<file path="src/rtl/j_mmult_pkg.sv">
// ---------------------------------------------------------------------------
// j_mmult_pkg : shared state encoding and constants for the MMULT sequencer
// Rev 1.0
// ---------------------------------------------------------------------------
`default_nettype none

package j_mmult_pkg;

  typedef enum logic [2:0] {
    ST_IDLE  = 3'd0,
    ST_LOAD  = 3'd1,
    ST_RUN   = 3'd2,
    ST_DRAIN = 3'd3,
    ST_DONE  = 3'd4
  } state_t;

  localparam int MIN_WIDTH  = 3;
  localparam int ELEM_BYTES = 4;

  // Widths below the systolic minimum are promoted rather than rejected.
  function automatic logic [3:0] clamp_width(input logic [3:0] w);
    return (w < 4'(MIN_WIDTH)) ? 4'(MIN_WIDTH) : w;
  endfunction

endpackage

`default_nettype wire

</file>
<file path="src/rtl/j_mmult_cnt.sv">
// ---------------------------------------------------------------------------
// j_mmult_cnt : element index up-counter with sync clear and last compare
// Rev 1.0
// ---------------------------------------------------------------------------
`default_nettype none

module j_mmult_cnt #(
  parameter int CW = 6
) (
  input  logic          clk,
  input  logic          resetl,
  input  logic          clr,
  input  logic          en,
  input  logic [CW-1:0] last_val,
  output logic [CW-1:0] count,
  output logic          last
);

  always_ff @(posedge clk or negedge resetl) begin
    if (!resetl)    count <= '0;
    else if (clr)   count <= '0;
    else if (en)    count <= count + CW'(1);
  end

  assign last = (count == last_val);

endmodule

`default_nettype wire

</file>
<file path="src/rtl/j_mmult_seq.sv">
// ---------------------------------------------------------------------------
// j_mmult_seq : MMULT sequencer (element fetch, MAC strobes, drain, done).
// Optional MMULT_STALL_CNT_EN adds a saturating RUN stall counter. Rev 1.0
// ---------------------------------------------------------------------------
`default_nettype none

module j_mmult_seq
  import j_mmult_pkg::*;
#(
  parameter int AW       = 24,
  parameter int CW       = 6,
  parameter int PIPE_LAT = 2
) (
  input  logic          clk,
  input  logic          resetl,
  input  logic          start,
  input  logic          abort,
  input  logic [3:0]    mtx_width,
  input  logic          mtx_col,
  input  logic [AW-1:0] mtx_addr,
  output logic          mem_req,
  output logic [AW-1:0] mem_addr,
  input  logic          mem_ack,
  output logic          mac_en,
  output logic          mac_clr,
  output logic [CW-2:0] reg_idx,
  output logic          reg_hi,
  output logic          busy,
  output logic          done
`ifdef MMULT_STALL_CNT_EN
  ,
  output logic [15:0]   stall_cnt
`endif
);

  localparam int DW = (PIPE_LAT > 1) ? $clog2(PIPE_LAT) : 1;

  state_t        state, state_nx;
  logic [3:0]    w_q;
  logic [AW-1:0] base_q, stride_q, addr_q;
  logic [DW-1:0] drain_q;
  logic [CW-1:0] count;
  logic          last;
  logic          go, accept;
  logic [3:0]    w_in;

  assign w_in   = clamp_width(mtx_width);
  assign go     = (state == ST_IDLE) && start && !abort;
  assign accept = (state == ST_RUN) && mem_ack && !abort;

  j_mmult_cnt #(.CW(CW)) u_cnt (
    .clk      (clk),
    .resetl   (resetl),
    .clr      (state == ST_LOAD),
    .en       (accept && !last),
    .last_val (CW'(w_q) - CW'(1)),
    .count    (count),
    .last     (last)
  );

  always_ff @(posedge clk or negedge resetl) begin
    if (!resetl) state <= ST_IDLE;
    else         state <= state_nx;
  end

  always_comb begin
    state_nx = state;
    mem_req  = 1'b0;
    mac_en   = 1'b0;
    mac_clr  = 1'b0;
    busy     = 1'b0;
    done     = 1'b0;
    if (abort && state != ST_IDLE) begin
      state_nx = ST_IDLE;
      mem_req  = (state == ST_RUN);
    end else begin
      case (state)
        ST_IDLE:  if (start) state_nx = ST_LOAD;
        ST_LOAD: begin
          mac_clr  = 1'b1;
          busy     = 1'b1;
          state_nx = ST_RUN;
        end
        ST_RUN: begin
          mem_req = 1'b1;
          busy    = 1'b1;
          mac_en  = accept;
          if (accept && last) state_nx = ST_DRAIN;
        end
        ST_DRAIN: begin
          busy = 1'b1;
          if (drain_q == DW'(PIPE_LAT - 1)) state_nx = ST_DONE;
        end
        ST_DONE: begin
          done     = 1'b1;
          state_nx = ST_IDLE;
        end
        default: state_nx = ST_IDLE;
      endcase
    end
  end

  // Config is captured only on an accepted start, so starts while busy are inert.
  always_ff @(posedge clk or negedge resetl) begin
    if (!resetl) begin
      w_q      <= '0;
      base_q   <= '0;
      stride_q <= '0;
      addr_q   <= '0;
      drain_q  <= '0;
    end else begin
      if (go) begin
        w_q      <= w_in;
        base_q   <= mtx_addr;
        stride_q <= mtx_col ? AW'(w_in) * AW'(ELEM_BYTES) : AW'(ELEM_BYTES);
      end
      if (state == ST_LOAD)        addr_q <= base_q;
      else if (accept && !last)    addr_q <= addr_q + stride_q;
      if (state == ST_DRAIN)       drain_q <= drain_q + DW'(1);
      else                         drain_q <= '0;
    end
  end

  assign mem_addr = addr_q;
  assign reg_idx  = count[CW-1:1];
  assign reg_hi   = count[0];

`ifdef MMULT_STALL_CNT_EN
  always_ff @(posedge clk or negedge resetl) begin
    if (!resetl)
      stall_cnt <= '0;
    else if (state == ST_LOAD)
      stall_cnt <= '0;
    else if (state == ST_RUN && !mem_ack && stall_cnt != 16'hFFFF)
      stall_cnt <= stall_cnt + 16'd1;
  end
`endif

endmodule

`default_nettype wire

</file>
<file path="config.mk">
export PLATFORM = sky130hd
export DESIGN_NAME = j_mmult_seq
export DESIGN_NICKNAME = d
export VERILOG_FILES = /design/src/rtl/j_mmult_pkg.sv /design/src/rtl/j_mmult_cnt.sv /design/src/rtl/j_mmult_seq.sv
export SDC_FILE = /design/constraint.sdc
export NUM_CORES = 1
export LEC_CHECK = 0
export CAP_MARGIN = 20
export CORE_MARGIN = 1.5
export CORE_UTILIZATION = 30
export CTS_BUF_LIST = sky130_fd_sc_hd__clkbuf_8
export CTS_CLUSTER_SIZE = 8
export DETAILED_ROUTE_END_ITERATION = 10
export PLACE_DENSITY = 0.53
export SKIP_CTS_REPAIR_TIMING = 1
export SLEW_MARGIN = 25
export SYNTH_ARGS = -nofsm -noshare
export SYNTH_HDL_FRONTEND = slang
export SYNTH_SLANG_ARGS = --single-unit
</file>
<file path="constraint.sdc">
create_clock -name clk -period 2 [get_ports clk]
set_clock_uncertainty 0.05 [all_clocks]
set_input_delay 0.2 -clock clk [delete_from_list [all_inputs] [get_ports clk]]
set_output_delay 0.2 -clock clk [all_outputs]
set_load 0.1 [all_outputs]
</file>
==> results of run 1 <==
-- per-layer routing --
| metal | GRT usage | wire length (um) |
|---|---|---|
| met5 | 0 | 0 |
| met3 | 0.0474 | 425 |
| met1 | 0.231 | 4690 |
| met2 | 0.251 | 4650 |
| met4 | 0.0447 | 146 |
-- Yosys cell counts (4+ instances only) --
| master | n |
|---|---|
| a211o_1 | 5 |
| a211oi_1 | 6 |
| a21oi_1 | 11 |
| a221o_1 | 10 |
| a31oi_1 | 5 |
| and2_1 | 7 |
| buf_2 | 6 |
| clkbuf_1 | 8 |
| dfrtp_1 | 66 |
| ha_1 | 6 |
| inv_1 | 10 |
| mux2_2 | 27 |
| nand2_1 | 37 |
| nand2b_1 | 4 |
| nand3_1 | 17 |
| nand4_1 | 7 |
| nor2_1 | 22 |
| nor3_1 | 10 |
| nor4_1 | 4 |
| o211ai_1 | 5 |
| o21ai_0 | 7 |
| o31ai_1 | 4 |
| or3_1 | 4 |
| or4_1 | 6 |
| xnor2_1 | 5 |
-- cell type report --
| class | instances | area, um2 |
|---|---|---|
| fill | 1079 | 6270 |
| multi-input combinational | 252 | 1970 |
| sequential | 66 | 1700 |
| timing repair buffer | 123 | 1110 |
| clock buffer | 13 | 179 |
| tap | 143 | 179 |
| inverter | 11 | 41.3 |
| clock inverter | 3 | 13.8 |
-- through the flow --
stage | setup slack [ns] | utilization
after CTS | -0.246 | 0.442
after floorplan | -0.300 | -
after global routing | -0.278 | 0.453
after global placement | -0.157 | 0.425
after detailed placement | -0.235 | 0.425
final | -0.203 | 0.453
-- final timing paths --
| check | startpoint | endpoint | slack (ns) | cells past startpoint |
|---|---|---|---|---|
| max | w_q[0]$_DFFE_PN0P_ | mem_addr[19]$_DFFE_PN0P_ | -0.20 | 7 |
| min reg2reg | base_q[0]$_DFFE_PN0P_ | mem_addr[0]$_DFFE_PN0P_ | 0.42 | 2 |
| min | resetl | mem_addr[0]$_DFFE_PN0P_ | 0.32 | 3 |
| min in group clk | mtx_addr[5] | base_q[5]$_DFFE_PN0P_ | 0.40 | 2 |
| max reg2reg | w_q[0]$_DFFE_PN0P_ | mem_addr[19]$_DFFE_PN0P_ | -0.20 | 7 |
| max in group asynchronous | resetl | mem_addr[2]$_DFFE_PN0P_ | 1.22 | 3 |
-- worst max-delay path, stage by stage, from the launching register on --
cell and delay, ns:
dfrtp_1 0.37, inv_2 0.05, ha_4 0.16, nand3b_1 0.15, a211o_1 0.37, a211o_4 0.40, and4_1 0.19, or3_1 0.34
-- where the power goes --
part / total, mW / switching, mW / leakage (nW) / internal (mW)
clock network: 1.09 / 0.518 / 0.107 / 0.577
logic: 5.61 / 3.60 / 1.25 / 2.00
registers: 2.52 / 0.524 / 0.777 / 2.00
-- flip-flops by register name, summed over array words and instances (netlist names) --
| name | count |
|---|---|
| state | 3 |
| w_q | 4 |
| mem_addr | 24 |
| stride_q | 4 |
| drain_q | 1 |
| u_cnt.count | 6 |
| base_q | 24 |
-- cells by family after synthesis --
family	Yosys count	share of synthesized area
mux	27	0.0861
simple gates	138	0.205
compound gates	72	0.155
buf+inv	30	0.0393
flops	66	0.468
fa+ha+maj	7	0.0269
xor+xnor	8	0.0198
==> results.cfg, run 1 <==
[floorplan]
core-area_um2 = 11500
start_util = 0.308
die_area_um2 = 12400
die_width_um = 111
io_pins = 69
die_height_um = 111
std_cell_rows = 39

[final_layout]
diodes = 0
layout.nets = 504
instances_no_fill = 611
final_cell_mix = buf_4 (80), dfrtp_1 (43), nand2_1 (37)
drive_gt1_frac = 0.415
final_area_um2 = 5200
syn2layout_area_growth_pct = 47.2
final_common_cell = buf_4

[grt]
grt_max_degree = 67
grt_pass1_wl_um = 16500
overflow = 0
grt_util_all_layers = 0.165
grt_pass1_vias = 3108
antenna_found_initial = 0

[drt]
firstDrtPassIters = 4
vias = 3180
wl_per_cell_um = 16.2
drcViolationCount = 0
ant_nets = 0
wirelength_um = 9920
drtIter0Drc = 208
routed_via_density = 5.20

[power]
total_power_mw = 9.22
power.density_nw_per_um2 = 1770
leakage_nw = 2.13
peakVddDrop_uv = 1080

[placement]
dp_cells = 589
io_buffers = 68
place_area_um2 = 4870
hpwlAfterDp_um = 7100
gp_congestion = 0.831

[clocking]
clk_latency_ns = 0.36
cts.reportedPaths.clkPinSlew_ns = 0.07
clock-root-buffer = clkbuf_8
h-tree-depth = 3
cts_tree = done
clockBufferDepth = 2
clkSinkCount = 66
numCtsBuffers = 9

[worst_setup_path]
worst_ep_arrival_time_ns = 2.39
endpoint_kind = flop
cp.required_ns = 2.18
cp_max_fo = 6
crit_type = flop to flop
crit_path_start_kind = flop

[sta]
setup_viol = 28
maxSlewViolCount = 0
relSlewSlack = 0.757
fin_crit_sh = 1.10
fmax_mhz = 454
hold_viol_final = 0
fin_crit_ns = 2.20
tns_ns = -3.04
setup_slack_ns = -0.203
worst_slew_pin_slew_ns = 0.356
whs_ns = 0.321
rsz0062_at_grt = yes

[synthesis]
yosysSeqAreaShare = 0.468
syn_area_per_cell_um2 = 10.1
synth_top_cell_by_area = dfrtp_1
synth_edf_count = 0
synthTopCellsByArea = dfrtp_1 (47%), mux2_2 (8.6%), nand2_1 (3.9%), a221o_1 (2.8%), nand3_1 (2.4%)
synth_area_um2 = 3530
ys_seq_elements = 66
synthCells = 348
ys_warn_count = 0
synth_top_cell_area_share = 0.468
ys.flop_type = dfrtp_1
ys_types = 55
syn_nets = 389
async_flop_share = 1.00

[outcome]
status = finished with violations
violations = setup timing

[run]
drv_cap = 0

[worst_hold_path]
hold_path_class = primary input to asynchronous set/reset pin
(Power assumes the default switching activity.)
==> run 2: changes to the inputs <==
--- a/config.mk
+++ b/config.mk
@@ -11,7 +11,7 @@
 export CTS_BUF_LIST = sky130_fd_sc_hd__clkbuf_8
 export CTS_CLUSTER_SIZE = 8
 export DETAILED_ROUTE_END_ITERATION = 10
-export PLACE_DENSITY = 0.53
+export PLACE_DENSITY = 0.51
 export SKIP_CTS_REPAIR_TIMING = 1
 export SLEW_MARGIN = 25
 export SYNTH_ARGS = -nofsm -noshare
==> constraint.sdc (replaced) <==
create_clock -name clk -period 2.6 [get_ports clk]
set_clock_uncertainty 0.05 [all_clocks]
set_input_delay 0.26 -clock clk [delete_from_list [all_inputs] [get_ports clk]]
set_output_delay 0.26 -clock clk [all_outputs]
set_load 0.1 [all_outputs]
==> results.cfg, run 2 (synthesized netlist as in run 1, its figures left out) <==
[outcome]
status = finished with violations
violations = hold timing

[clocking]
cts_tree = done
h-tree-depth = 3
clkSinkCount = 66
clockBufferDepth = 2
clock-root-buffer = clkbuf_8
clk_latency_ns = 0.34
numCtsBuffers = 9
cts.reportedPaths.clkPinSlew_ns = 0.07

[placement]
pre_cts_slack_ns = 0.229
hpwlAfterDp_um = 6570
place_area_um2 = 4380
io_buffers = 68
gp_congestion = 0.822

[sta]
whs_ns = -0.0374
worst_slew_pin_slew_ns = 0.810
fmax_mhz = 422
tns_ns = 0
fin_crit_sh = 0.912
relSlewSlack = 0.460
maxSlewViolCount = 0
fin_crit_ns = 2.37
rsz0062_at_grt = no
hold_viol_final = 31
setup_slack_ns = 0.229
setup_viol = 0

[worst_setup_path]
endpoint_kind = flop
cpPeakStageDelay_ns = 0.42
cp_max_fo = 10
reg2reg_from = w_q[0]$_DFFE_PN0P_
r2r_end = mem_addr[14]$_DFFE_PN0P_
cp.required_ns = 2.75
worst_ep_arrival_time_ns = 2.52
crit_buf_inv = 2
cpMostUsedCell = a211o_1
r2r_cells = 8
crit_type = flop to flop
cp-startpoint = w_q[0]$_DFFE_PN0P_
slowest_stage = a211o_1
cp.depth = 8
rrSetupSlack_ns = 0.23
crit_path_start_kind = flop
crit_chain = inv_1 > ha_1 > nand3b_1 > a211o_1 > a211o_1 > buf_4 > a311oi_1 > o21ai_0
endpoint = mem_addr[14]$_DFFE_PN0P_
cp_top_family = compound AO/OA/AOI/OAI gates

[drt]
wl_per_cell_um = 16.4
ant_nets = 0
firstDrtPassIters = 4
vias = 2999
drtIter0Drc = 175
drcViolationCount = 0
wirelength_um = 9350
routed_via_density = 5.27

[final_layout]
fillers = 1115
final_area_um2 = 4550
syn2layout_area_growth_pct = 28.7
drive_gt1_frac = 0.249
layout.nets = 462
final_cell_mix = dfrtp_1 (63), buf_4 (44), nand2_1 (37)
diodes = 0
final_common_cell = dfrtp_1

[floorplan]
core-area_um2 = 11500
die_area_um2 = 12400
std_cell_rows = 39
start_util = 0.308
io_pins = 69
die_width_um = 111
die_height_um = 111

[power]
leakage_nw = 1.89
power.density_nw_per_um2 = 1380
total_power_mw = 6.29
peakVddDrop_uv = 857

[grt]
overflow = 0
grt_pass1_vias = 3056
grt_pass1_wl_um = 15500
antenna_found_initial = 0
grt_max_degree = 36
grt_util_all_layers = 0.156

[worst_hold_path]
hold_path_class = primary input to asynchronous set/reset pin

[run]
drv_cap = 0
-- run 2: cell types whose count changed in the layout (fill, tap and decap cells not counted), moves of 5 or more --
cell,delta
a21oi_1,+5
buf_4,-36
dfrtp_1,+20
dfrtp_2,-11
dfrtp_4,-9
-- run 2: per-stage QoR --
step / std cells / utilization
global route: 569 / 0.396
detailed placement: 553 / 0.382
global placement: 553 / 0.382
CTS: 569 / 0.396
finish: 569 / 0.396
floorplan: 348 / -
-- run 2: metal layers --
layer / track usage / share of wire
met5: 0 / 0
met4: 0.0523 / 0.013
met2: 0.251 / 0.46
met3: 0.0365 / 0.048
met1: 0.208 / 0.48
-- run 2: worst min-delay path by stage --
stage	startpoint	endpoint	depth (start not counted)
after floorplan	resetl	base_q[0]$_DFFE_PN0P_	0
after global placement	resetl	state[2]$_DFFE_PN0P_	1
after detailed placement	resetl	state[2]$_DFFE_PN0P_	1
after CTS	resetl	base_q[21]$_DFFE_PN0P_	1
after global routing	resetl	state[2]$_DFFE_PN0P_	1
final	resetl	state[2]$_DFFE_PN0P_	1
-- run 2: final cells by class --
cell class / count / area (um2) / share of cell area
clock buffer: 9 / 124 / 0.0273
clock inverter: 7 / 38.8 / 0.00853
inverter: 11 / 41.3 / 0.00908
multi-input combinational: 252 / 1770 / 0.390
sequential: 66 / 1660 / 0.364
tap: 143 / 179 / 0.0394
timing repair buffer: 81 / 736 / 0.162
-- run 2: where the power goes --
part           switching, mW  leakage, nW  internal (mW)  total [mW]
logic                   2.45         1.00           1.13        3.58
registers              0.479        0.803           1.49        1.97
clock network          0.407       0.0860          0.336       0.743
total                   3.34         1.89           2.96        6.29
-- run 2: worst reg2reg max path: stages (launching register included) --
cell      delay (ns)
dfrtp_1         0.40
inv_1           0.06
ha_1            0.23
nand3b_1        0.17
a211o_1         0.31
a211o_1         0.43
buf_4           0.23
a311oi_1        0.25
o21ai_0         0.12
==> run 3: changes to the inputs <==
--- a/config.mk
+++ b/config.mk
@@ -6,12 +6,15 @@
 export NUM_CORES = 1
 export LEC_CHECK = 0
 export CAP_MARGIN = 20
+export CELL_PAD_IN_SITES_DETAIL_PLACEMENT = 1
+export CELL_PAD_IN_SITES_GLOBAL_PLACEMENT = 1
 export CORE_MARGIN = 1.5
-export CORE_UTILIZATION = 30
+export CORE_UTILIZATION = 40
 export CTS_BUF_LIST = sky130_fd_sc_hd__clkbuf_8
+export CTS_CLUSTER_DIAMETER = 100
 export CTS_CLUSTER_SIZE = 8
 export DETAILED_ROUTE_END_ITERATION = 10
-export PLACE_DENSITY = 0.51
+export PLACE_DENSITY = 0.8
 export SKIP_CTS_REPAIR_TIMING = 1
 export SLEW_MARGIN = 25
 export SYNTH_ARGS = -nofsm -noshare
==> results.cfg, run 3 (synthesized netlist as in run 1, its figures left out) <==
[grt]
grt_util_all_layers = 0.225
antenna_found_initial = 0
grt_pass1_vias = 3352
grt_max_degree = 28
grt_pass1_wl_um = 17200
overflow = 0

[drt]
routed_via_density = 5.85
drcViolationCount = 0
ant_nets = 0
drtIter0Drc = 116
wl_per_cell_um = 19.0
wirelength_um = 10200
vias = 3130
firstDrtPassIters = 4

[placement]
hpwlAfterDp_um = 7140
gp_congestion = 0.835
dp_cells = 519
io_buffers = 68

[sta]
maxSlewViolCount = 0
hold_viol_final = 0
fin_crit_ns = 2.40
fin_crit_sh = 0.922
relSlewSlack = 0.572
setup_viol = 0
tns_ns = 0
worst_slew_pin_slew_ns = 0.639
fmax_mhz = 417
rsz0062_at_grt = no

[power]
p_clk_frac = 0.138
total_power_mw = 6.52
combPwrFrac = 0.559
leakage_nw = 1.92
seqPwrFrac = 0.302
p_int_mw = 3.13
peakVddDrop_uv = 820
power.density_nw_per_um2 = 1430
switching_share = 0.521
p_sw_mw = 3.40

[floorplan]
io_pins = 69
core-area_um2 = 8640
std_cell_rows = 34
die_width_um = 97.0
start_util = 0.409
die_area_um2 = 9400
die_height_um = 97.0

[clocking]
cts.reportedPaths.clkPinSlew_ns = 0.07
clock-root-buffer = clkbuf_8
h-tree-depth = 3
clk_latency_ns = 0.34
clkSinkCount = 66
numCtsBuffers = 9
cts_tree = done
clockBufferDepth = 2

[worst_hold_path]
hold_path_class = primary input to asynchronous set/reset pin

[final_layout]
drive_gt1_frac = 0.248
fillers = 971
instances_no_fill = 535
final_common_cell = dfrtp_1
diodes = 0
layout.nets = 464
syn2layout_area_growth_pct = 28.8
final_cell_mix = dfrtp_1 (63), buf_4 (46), nand2_1 (37)

[worst_setup_path]
cp_max_fo = 8
crit_type = flop to flop
reg2reg_from = mem_addr[2]$_DFFE_PN0P_
crit_path_start_kind = flop
rrSetupSlack_ns = 0.20
r2r_end = mem_addr[20]$_DFFE_PN0P_
cp-startpoint = mem_addr[2]$_DFFE_PN0P_
endpoint_kind = flop
cp.required_ns = 2.81
worst_ep_arrival_time_ns = 2.61
r2r_cells = 7

[outcome]
status = complete, no violations

[run]
drv_cap = 0
## run 3: metal layers
| metal | up-vias | part of all wire | global-route usage |
|---|---|---|---|
| met3 | 13 | 0.046 | 0.0520 |
| met4 | 0 | 0.017 | 0.0758 |
| met5 | - | 0 | 0 |
| met1 | 1598 | 0.44 | 0.287 |
| met2 | 74 | 0.50 | 0.377 |
| li1 | 1445 | - | - |
## run 3: area by class of cell
cell class              count  area (um2)  area share
multi-input cells         252        1770       0.390
flip-flops and latches     66        1660       0.364
repair buffers             83         741       0.163
clock buffers              12         165      0.0363
well taps                 108         135      0.0297
inverters                  11        41.3     0.00908
clock inverters             3        38.8     0.00853
## run 3: worst max path at each step
stage | cells past startpoint | end | slack [ns]
floorplan | 6 | mem_addr[19]$_DFFE_PN0P_ | 0.01
global placement | 7 | mem_addr[19]$_DFFE_PN0P_ | 0.31
detailed placement | 7 | mem_addr[19]$_DFFE_PN0P_ | 0.23
CTS | 7 | mem_addr[20]$_DFFE_PN0P_ | 0.20
global route | 8 | mem_addr[19]$_DFFE_PN0P_ | 0.08
finish | 7 | mem_addr[20]$_DFFE_PN0P_ | 0.20
## run 3: worst max-delay path, cell delays in order, from the launching register on
cell,delay [ns]
dfrtp_2,0.41
ha_1,0.23
fa_1,0.42
a211o_1,0.31
nand4_1,0.31
nor3_1,0.11
or3_1,0.33
a21oi_1,0.14
## run 3: power groups by stage
stage | Sequential, mW | Clock, mW | Combinational, mW
final | 1.97 | 0.904 | 3.65
after global routing | 2.04 | 0.969 | 3.86
after CTS | 1.97 | 0.931 | 3.67
after detailed placement | 1.98 | 0 | 3.65
after global placement | 1.95 | 0 | 3.54
after floorplan | 3.12 | 0 | 1.52
## run 3: stage by stage
| stage | utilization | hold WS, ns | cell area (um2) | setup slack, ns |
|---|---|---|---|---|
| finish | 0.527 | 0.386 | 4550 | 0.203 |
| global route | 0.527 | 0.429 | 4550 | 0.0765 |
| CTS | 0.526 | -0.151 | 4540 | 0.202 |
| detailed placement | 0.502 | 0.223 | 4330 | 0.231 |
| global placement | 0.502 | 0.219 | 4330 | 0.314 |
| floorplan | - | -0.0856 | 3550 | 0.0108 |
